## config.mk

```make
export PLATFORM = sky130hd
export DESIGN_NAME = convol_result_shaper
export DESIGN_NICKNAME = d
export VERILOG_FILES = /design/src/rtl/settings_pkg.sv /design/src/rtl/convol_sync_fifo.sv /design/src/rtl/convol_result_shaper.sv
export SDC_FILE = /design/constraint.sdc
export NUM_CORES = 1
export LEC_CHECK = 0
export BUFFER_PORTS_ARGS = -buffer_cell sky130_fd_sc_hd__buf_2
export CELL_PAD_IN_SITES_DETAIL_PLACEMENT = 0
export CELL_PAD_IN_SITES_GLOBAL_PLACEMENT = 1
export CORE_ASPECT_RATIO = 1.4
export CORE_MARGIN = 4
export CORE_UTILIZATION = 52
export DETAILED_ROUTE_END_ITERATION = 10
export PLACE_DENSITY = 0.85
export SYNTH_ARGS = -nofsm -noshare
export SYNTH_HDL_FRONTEND = slang
export SYNTH_SLANG_ARGS = --single-unit
```

## constraint.sdc

```tcl
create_clock -name clk -period 7.8 [get_ports clk]
set_input_delay 0.78 -clock clk [delete_from_list [all_inputs] [get_ports clk]]
set_output_delay 0.78 -clock clk [all_outputs]
set_load 0.01 [all_outputs]
```

## src/rtl/settings_pkg.sv

```systemverilog
// rtl/settings_pkg.sv - shared sizing constants and types for the convolution datapath
package settings_pkg;

    // Width of the raw convolution accumulator result
    localparam int FULL_SIZE    = 40;
    // Width of the shaped output sample
    localparam int DATA_SIZE    = 16;
    // Result shaper: right shift applied before rounding, and output FIFO depth
    localparam int SHAPER_SHIFT = 8;
    localparam int SHAPER_DEPTH = 8;

    // Saturating statistics counter
    typedef logic [15:0] stat_count_t;

endpackage

```

## src/rtl/convol_sync_fifo.sv

```systemverilog
// rtl/convol_sync_fifo.sv - single-clock show-ahead FIFO with occupancy level
module convol_sync_fifo #(
    parameter int WIDTH = 16,
    parameter int DEPTH = 8
) (
    input  logic                     clk,
    input  logic                     reset,
    input  logic                     push,
    input  logic [WIDTH-1:0]         wr_data,
    input  logic                     pop,
    output logic [WIDTH-1:0]         rd_data,
    output logic                     full,
    output logic                     empty,
    output logic [$clog2(DEPTH):0]   level
);

    localparam int AW = $clog2(DEPTH);

    logic [AW-1:0]    wr_ptr_q, wr_ptr_d;
    logic [AW-1:0]    rd_ptr_q, rd_ptr_d;
    logic [AW:0]      count_q, count_d;
    logic [WIDTH-1:0] mem_q [DEPTH];
    logic             do_push, do_pop;

    // Gate requests by occupancy; a pop frees the slot for a same-cycle push when full
    always_comb begin
        full     = (count_q == (AW+1)'(DEPTH));
        empty    = (count_q == '0);
        do_pop   = pop && !empty;
        do_push  = push && (!full || do_pop);
        wr_ptr_d = wr_ptr_q + AW'(do_push);
        rd_ptr_d = rd_ptr_q + AW'(do_pop);
        count_d  = count_q;
        case ({do_push, do_pop})
            2'b10:   count_d = count_q + (AW+1)'(1);
            2'b01:   count_d = count_q - (AW+1)'(1);
            default: count_d = count_q;
        endcase
    end

    // Pointer and occupancy registers; pointers wrap naturally since DEPTH is a power of two
    always_ff @(posedge clk or negedge reset) begin
        if (!reset) begin
            wr_ptr_q <= '0;
            rd_ptr_q <= '0;
            count_q  <= '0;
        end else begin
            wr_ptr_q <= wr_ptr_d;
            rd_ptr_q <= rd_ptr_d;
            count_q  <= count_d;
        end
    end

    // Storage array, intentionally left out of reset
    always_ff @(posedge clk) begin
        if (do_push) begin
            mem_q[wr_ptr_q] <= wr_data;
        end
    end

    assign rd_data = mem_q[rd_ptr_q];
    assign level   = count_q;

endmodule

```

## src/rtl/convol_result_shaper.sv

```systemverilog
// rtl/convol_result_shaper.sv - round/saturate convolution results into an output FIFO; CONVOL_SHAPER_STATS_EN enables counters
module convol_result_shaper #(
    parameter int FULL_SIZE = settings_pkg::FULL_SIZE,
    parameter int DATA_SIZE = settings_pkg::DATA_SIZE,
    parameter int SHIFT     = settings_pkg::SHAPER_SHIFT,
    parameter int DEPTH     = settings_pkg::SHAPER_DEPTH
) (
    input  logic                         clk,
    input  logic                         reset,
    input  logic signed [FULL_SIZE-1:0]  output_data,
    input  logic                         output_data_valid,
    output logic signed [DATA_SIZE-1:0]  out_data,
    output logic                         out_valid,
    input  logic                         out_ready,
    output logic [$clog2(DEPTH):0]       level,
    output logic                         sat_flag,
    output logic                         overflow,
    input  logic                         clear_flags,
    output settings_pkg::stat_count_t    drop_count,
    output settings_pkg::stat_count_t    sat_count
);

    localparam logic signed [FULL_SIZE:0] ROUND_BIAS = {{FULL_SIZE{1'b0}}, 1'b1} << (SHIFT - 1);
    localparam logic signed [FULL_SIZE:0] SAT_MAX    = {{(FULL_SIZE-DATA_SIZE+2){1'b0}}, {(DATA_SIZE-1){1'b1}}};
    localparam logic signed [FULL_SIZE:0] SAT_MIN    = {{(FULL_SIZE-DATA_SIZE+2){1'b1}}, {(DATA_SIZE-1){1'b0}}};

    logic signed [FULL_SIZE:0]   rounded_sum;
    logic signed [FULL_SIZE:0]   shifted;
    logic                        sat_hi, sat_lo, saturated;
    logic [DATA_SIZE-1:0]        sat_value;

    logic [DATA_SIZE-1:0]        s1_data_q, s1_data_d;
    logic                        s1_valid_q, s1_valid_d;
    logic                        sat_flag_q, sat_flag_d;
    logic                        overflow_q, overflow_d;

    logic                        fifo_full, fifo_empty;
    logic                        pop, drop;
    logic [DATA_SIZE-1:0]        fifo_rd_data;

    // Round half-up at one extra bit so the bias cannot overflow, then clamp to the output range
    always_comb begin
        rounded_sum = $signed({output_data[FULL_SIZE-1], output_data}) + ROUND_BIAS;
        shifted     = rounded_sum >>> SHIFT;
        sat_hi      = (shifted > SAT_MAX);
        sat_lo      = (shifted < SAT_MIN);
        saturated   = sat_hi || sat_lo;
        if (sat_hi) begin
            sat_value = SAT_MAX[DATA_SIZE-1:0];
        end else if (sat_lo) begin
            sat_value = SAT_MIN[DATA_SIZE-1:0];
        end else begin
            sat_value = shifted[DATA_SIZE-1:0];
        end
    end

    // Stage-1 capture, FIFO handshake and sticky flags; clear wins over a same-cycle set
    always_comb begin
        s1_valid_d = output_data_valid;
        s1_data_d  = output_data_valid ? sat_value : s1_data_q;
        pop        = out_valid && out_ready;
        drop       = s1_valid_q && fifo_full && !pop;
        if (clear_flags) begin
            sat_flag_d = 1'b0;
            overflow_d = 1'b0;
        end else begin
            sat_flag_d = sat_flag_q || (output_data_valid && saturated);
            overflow_d = overflow_q || drop;
        end
    end

    // Stage-1 register and sticky flag state
    always_ff @(posedge clk or negedge reset) begin
        if (!reset) begin
            s1_data_q  <= '0;
            s1_valid_q <= 1'b0;
            sat_flag_q <= 1'b0;
            overflow_q <= 1'b0;
        end else begin
            s1_data_q  <= s1_data_d;
            s1_valid_q <= s1_valid_d;
            sat_flag_q <= sat_flag_d;
            overflow_q <= overflow_d;
        end
    end

    convol_sync_fifo #(
        .WIDTH (DATA_SIZE),
        .DEPTH (DEPTH)
    ) u_fifo (
        .clk     (clk),
        .reset   (reset),
        .push    (s1_valid_q),
        .wr_data (s1_data_q),
        .pop     (pop),
        .rd_data (fifo_rd_data),
        .full    (fifo_full),
        .empty   (fifo_empty),
        .level   (level)
    );

    assign out_valid = !fifo_empty;
    assign out_data  = fifo_rd_data;
    assign sat_flag  = sat_flag_q;
    assign overflow  = overflow_q;

`ifdef CONVOL_SHAPER_STATS_EN
    settings_pkg::stat_count_t drop_count_q, drop_count_d;
    settings_pkg::stat_count_t sat_count_q, sat_count_d;

    // Saturating event counters; they stick at all-ones instead of wrapping
    always_comb begin
        drop_count_d = drop_count_q;
        sat_count_d  = sat_count_q;
        if (clear_flags) begin
            drop_count_d = '0;
            sat_count_d  = '0;
        end else begin
            if (drop && (drop_count_q != '1)) begin
                drop_count_d = drop_count_q + 16'd1;
            end
            if (output_data_valid && saturated && (sat_count_q != '1)) begin
                sat_count_d = sat_count_q + 16'd1;
            end
        end
    end

    // Counter registers
    always_ff @(posedge clk or negedge reset) begin
        if (!reset) begin
            drop_count_q <= '0;
            sat_count_q  <= '0;
        end else begin
            drop_count_q <= drop_count_d;
            sat_count_q  <= sat_count_d;
        end
    end

    assign drop_count = drop_count_q;
    assign sat_count  = sat_count_q;
`else
    assign drop_count = '0;
    assign sat_count  = '0;
`endif

endmodule

```

==> impl_metrics.json <==
{
  "status": "complete, no violations",
  "fillers": 1051,
  "postSynthCellCount": 466,
  "cp-start-kind": "primary input",
  "tritoncts": "yes",
  "dp_slack_ns": 3.93,
  "cp.arrival_ns": 3.73,
  "p_leak_nw": 2.96,
  "vias": 4145,
  "cts_sinks": 157,
  "synth_area_mm2": 0.00733,
  "synth_top_area_share": 0.524,
  "cts_hold_buf": 0,
  "post_cts_resized": 0,
  "ys_types": 58,
  "p_per_area_mw_per_mm2": 326,
  "core.rowCount": 51,
  "top_usage_layer": "met2",
  "finalSetupViolCount": 0,
  "drive_gt1_frac": 0.322,
  "layout_setup_ws_ns": 4.34,
  "placed_area_mm2": 0.00774,
  "use_met2": 0.353,
  "power_frac_comb": 0.254,
  "ant_nets": 0,
  "worst_pin_slew_ns": 1.10,
  "irDropWorstVdd_v": 0.000139,
  "synth-edff-count": 128,
  "portBuffers": 60,
  "hold_viol": 0,
  "wire_per_inst_um": 20.2,
  "dieArea_mm2": 0.0161,
  "ys_top_cells_by_area": "edfxtp_1 52%, dfrtp_1 9.9%, mux4_2 9.8%, buf_4 3.3%, mux2_2 2.6%",
  "nNetsFinal": 582,
  "clockPowerShare": 0.298,
  "die_h_um": 148,
  "firstDrtPassIters": 5,
  "met1_usage": 0.239,
  "ys_warn_count": 0,
  "htreeDepth": 4,
  "antennaDiodeCount": 0,
  "timing.fmax_ghz": 0.289,
  "total_power_mw": 2.71,
  "clock-skew-final_ns": 0.00837,
  "fp.dieW_um": 108,
  "antenna_found_initial": 0,
  "place_congestion": 0.913,
  "fin_crit_sh": 0.443,
  "p_sw_mw": 0.810,
  "ys_ff_latch": 157,
  "clock-root-buffer": "clkbuf_16",
  "cp-startpoint": "output_data[11]",
  "cts_made_buffers": 17,
  "met3_usage": 0.0360,
  "ys_async_sr_fraction": 0.185,
  "max_slew_margin": 0.265,
  "yosysSeqAreaShare": 0.623,
  "rsz0062_at_grt": "false",
  "ff2ff_setup_slack_ns": 5.15,
  "fin_area_mm2": 0.00833,
  "grt_pass1_wl_mm": 23.9,
  "required_ns": 8.08,
  "drc": 0,
  "drtIter0Drc": 231,
  "clkLatencyLatePin_ns": 0.41,
  "hold_class": "in -> async",
  "clk_pin_slew_ns": 0.06,
  "cap_violations": 0,
  "area_growth_pct": 13.6,
  "clock_path_buffers": 2,
  "timing.rr.start": "u_fifo.level[0]",
  "final_util": 0.601,
  "maxSlewViolCount": 0,
  "p_int_mw": 1.90,
  "cp_max_fo": 15,
  "dpl.hpwl_mm": 9.62,
  "core_area_mm2": 0.0138,
  "wirelength_mm": 14.6,
  "synth.avg_cell_area_um2": 15.7,
  "grt_max_degree": 34,
  "drt-vias-per-instance": 5.71,
  "synth_ff_type": "edfxtp_1",
  "crit_type": "in -> reg",
  "synth.largest_area_cell": "edfxtp_1",
  "start_util": 0.529,
  "synth_top_cells_by_count": "128 x edfxtp_1, 32 x buf_4, 32 x mux4_2, 30 x nand2_1, 29 x dfrtp_1",
  "yosysMostFrequentCell": "edfxtp_1",
  "setup-tns-final_ns": 0,
  "end_kind": "flop",
  "ios": 100,
  "grt_usage": 0.198,
  "switching_share": 0.299,
  "p_seq_frac": 0.448,
  "post_cts_buffers": 0,
  "overflow": 0,
  "period_needed_ns": 3.46,
  "grt_pass1_vias": 4417
}
==> critical path, cell delays in order <==
cell and delay [ns]:
buf_2 0.13, nand4_1 0.28, nor2_1 0.73, nand3_1 0.21
xor2_1 0.20, nor3_1 0.34, a41oi_2 0.51, o311ai_0 0.55
==> placed cells by master, fill, tap and decap left out, types with 3 or more instances in the layout <==
cell type	instances
nor2b_1	4
nor2_1	12
xnor2_1	8
mux4_2	32
clkbuf_16	17
clkinv_4	4
nand4_1	13
mux2_2	17
nor2_2	4
buf_2	60
ha_1	8
nor3_4	4
nand4b_1	3
o211ai_1	3
a21oi_1	7
conb_1	32
o311ai_2	8
and3_1	7
o21ai_0	3
nor3_1	5
inv_1	8
edfxtp_1	128
xor2_1	19
nand2b_1	4
clkinvlp_4	4
and4_1	5
nand3_1	11
nand2_1	30
o311ai_0	5
dfrtp_1	28
nor4_4	4
==> sequential cells by signal (all words and copies together), names as in the netlist <==
signal / flops
overflow: 1
s1_data_q: 16
s1_valid_q: 1
sat_flag: 1
u_fifo.level: 4
u_fifo.mem_q: 128
u_fifo.rd_ptr_q: 3
u_fifo.wr_ptr_q: 3
==> power by group through the flow <==
stage | sequential [mW] | combinational [mW] | clock, mW
after floorplan | 1.14 | 0.544 | 0
after global placement | 1.22 | 0.682 | 0
after detailed placement | 1.24 | 0.694 | 0
after CTS | 1.22 | 0.702 | 0.816
after global routing | 1.24 | 0.749 | 0.856
final | 1.21 | 0.689 | 0.808
==> worst paths after layout <==
kind                                      end  depth (start not counted)
max in group asynchronous  u_fifo.rd_ptr_q[0]                          1
min reg2reg                          overflow                          2
min                           u_fifo.level[2]                          1
max reg2reg                   u_fifo.level[3]                         10
min in group clk                     overflow                          2
max                              s1_data_q[5]                          8
==> cells by family after synthesis <==
kind of cell,after synthesis,synth area share
AO/OA/AOI/OAI,43,0.0543
XOR/XNOR,27,0.0323
adder cells (fa/ha/maj),9,0.0164
buffers and inverters,58,0.0473
flip-flops,157,0.623
multiplexers,51,0.127
other,1,0.000512
AND/OR/NAND/NOR,120,0.0988
==> cell type report <==
class                   instances  area [µm²]  share of cell area
repair buffers                 62         315              0.0379
clock buffers                  17         425              0.0511
clock inverters                15         164              0.0197
inverters                       8        30.0             0.00361
multi-input cells             282        2590               0.311
well taps                     185         231              0.0278
flip-flops and latches        157        4570               0.549
==> per-layer routing <==
metal	up-vias	routed length (µm)	share of wire
met2	146	8060	0.55
li1	1904	-	-
met3	21	744	0.051
met4	0	239	0.016
met5	-	0	0
met1	2074	5590	0.38
==> metrics by stage <==
step,hold slack [ns],std cells
after CTS,0.391,726
after global routing,0.432,726
final,0.376,726
after floorplan,0.477,497
after detailed placement,0.499,694
after global placement,0.476,694
Note: power is estimated with default switching activity, not from simulation.
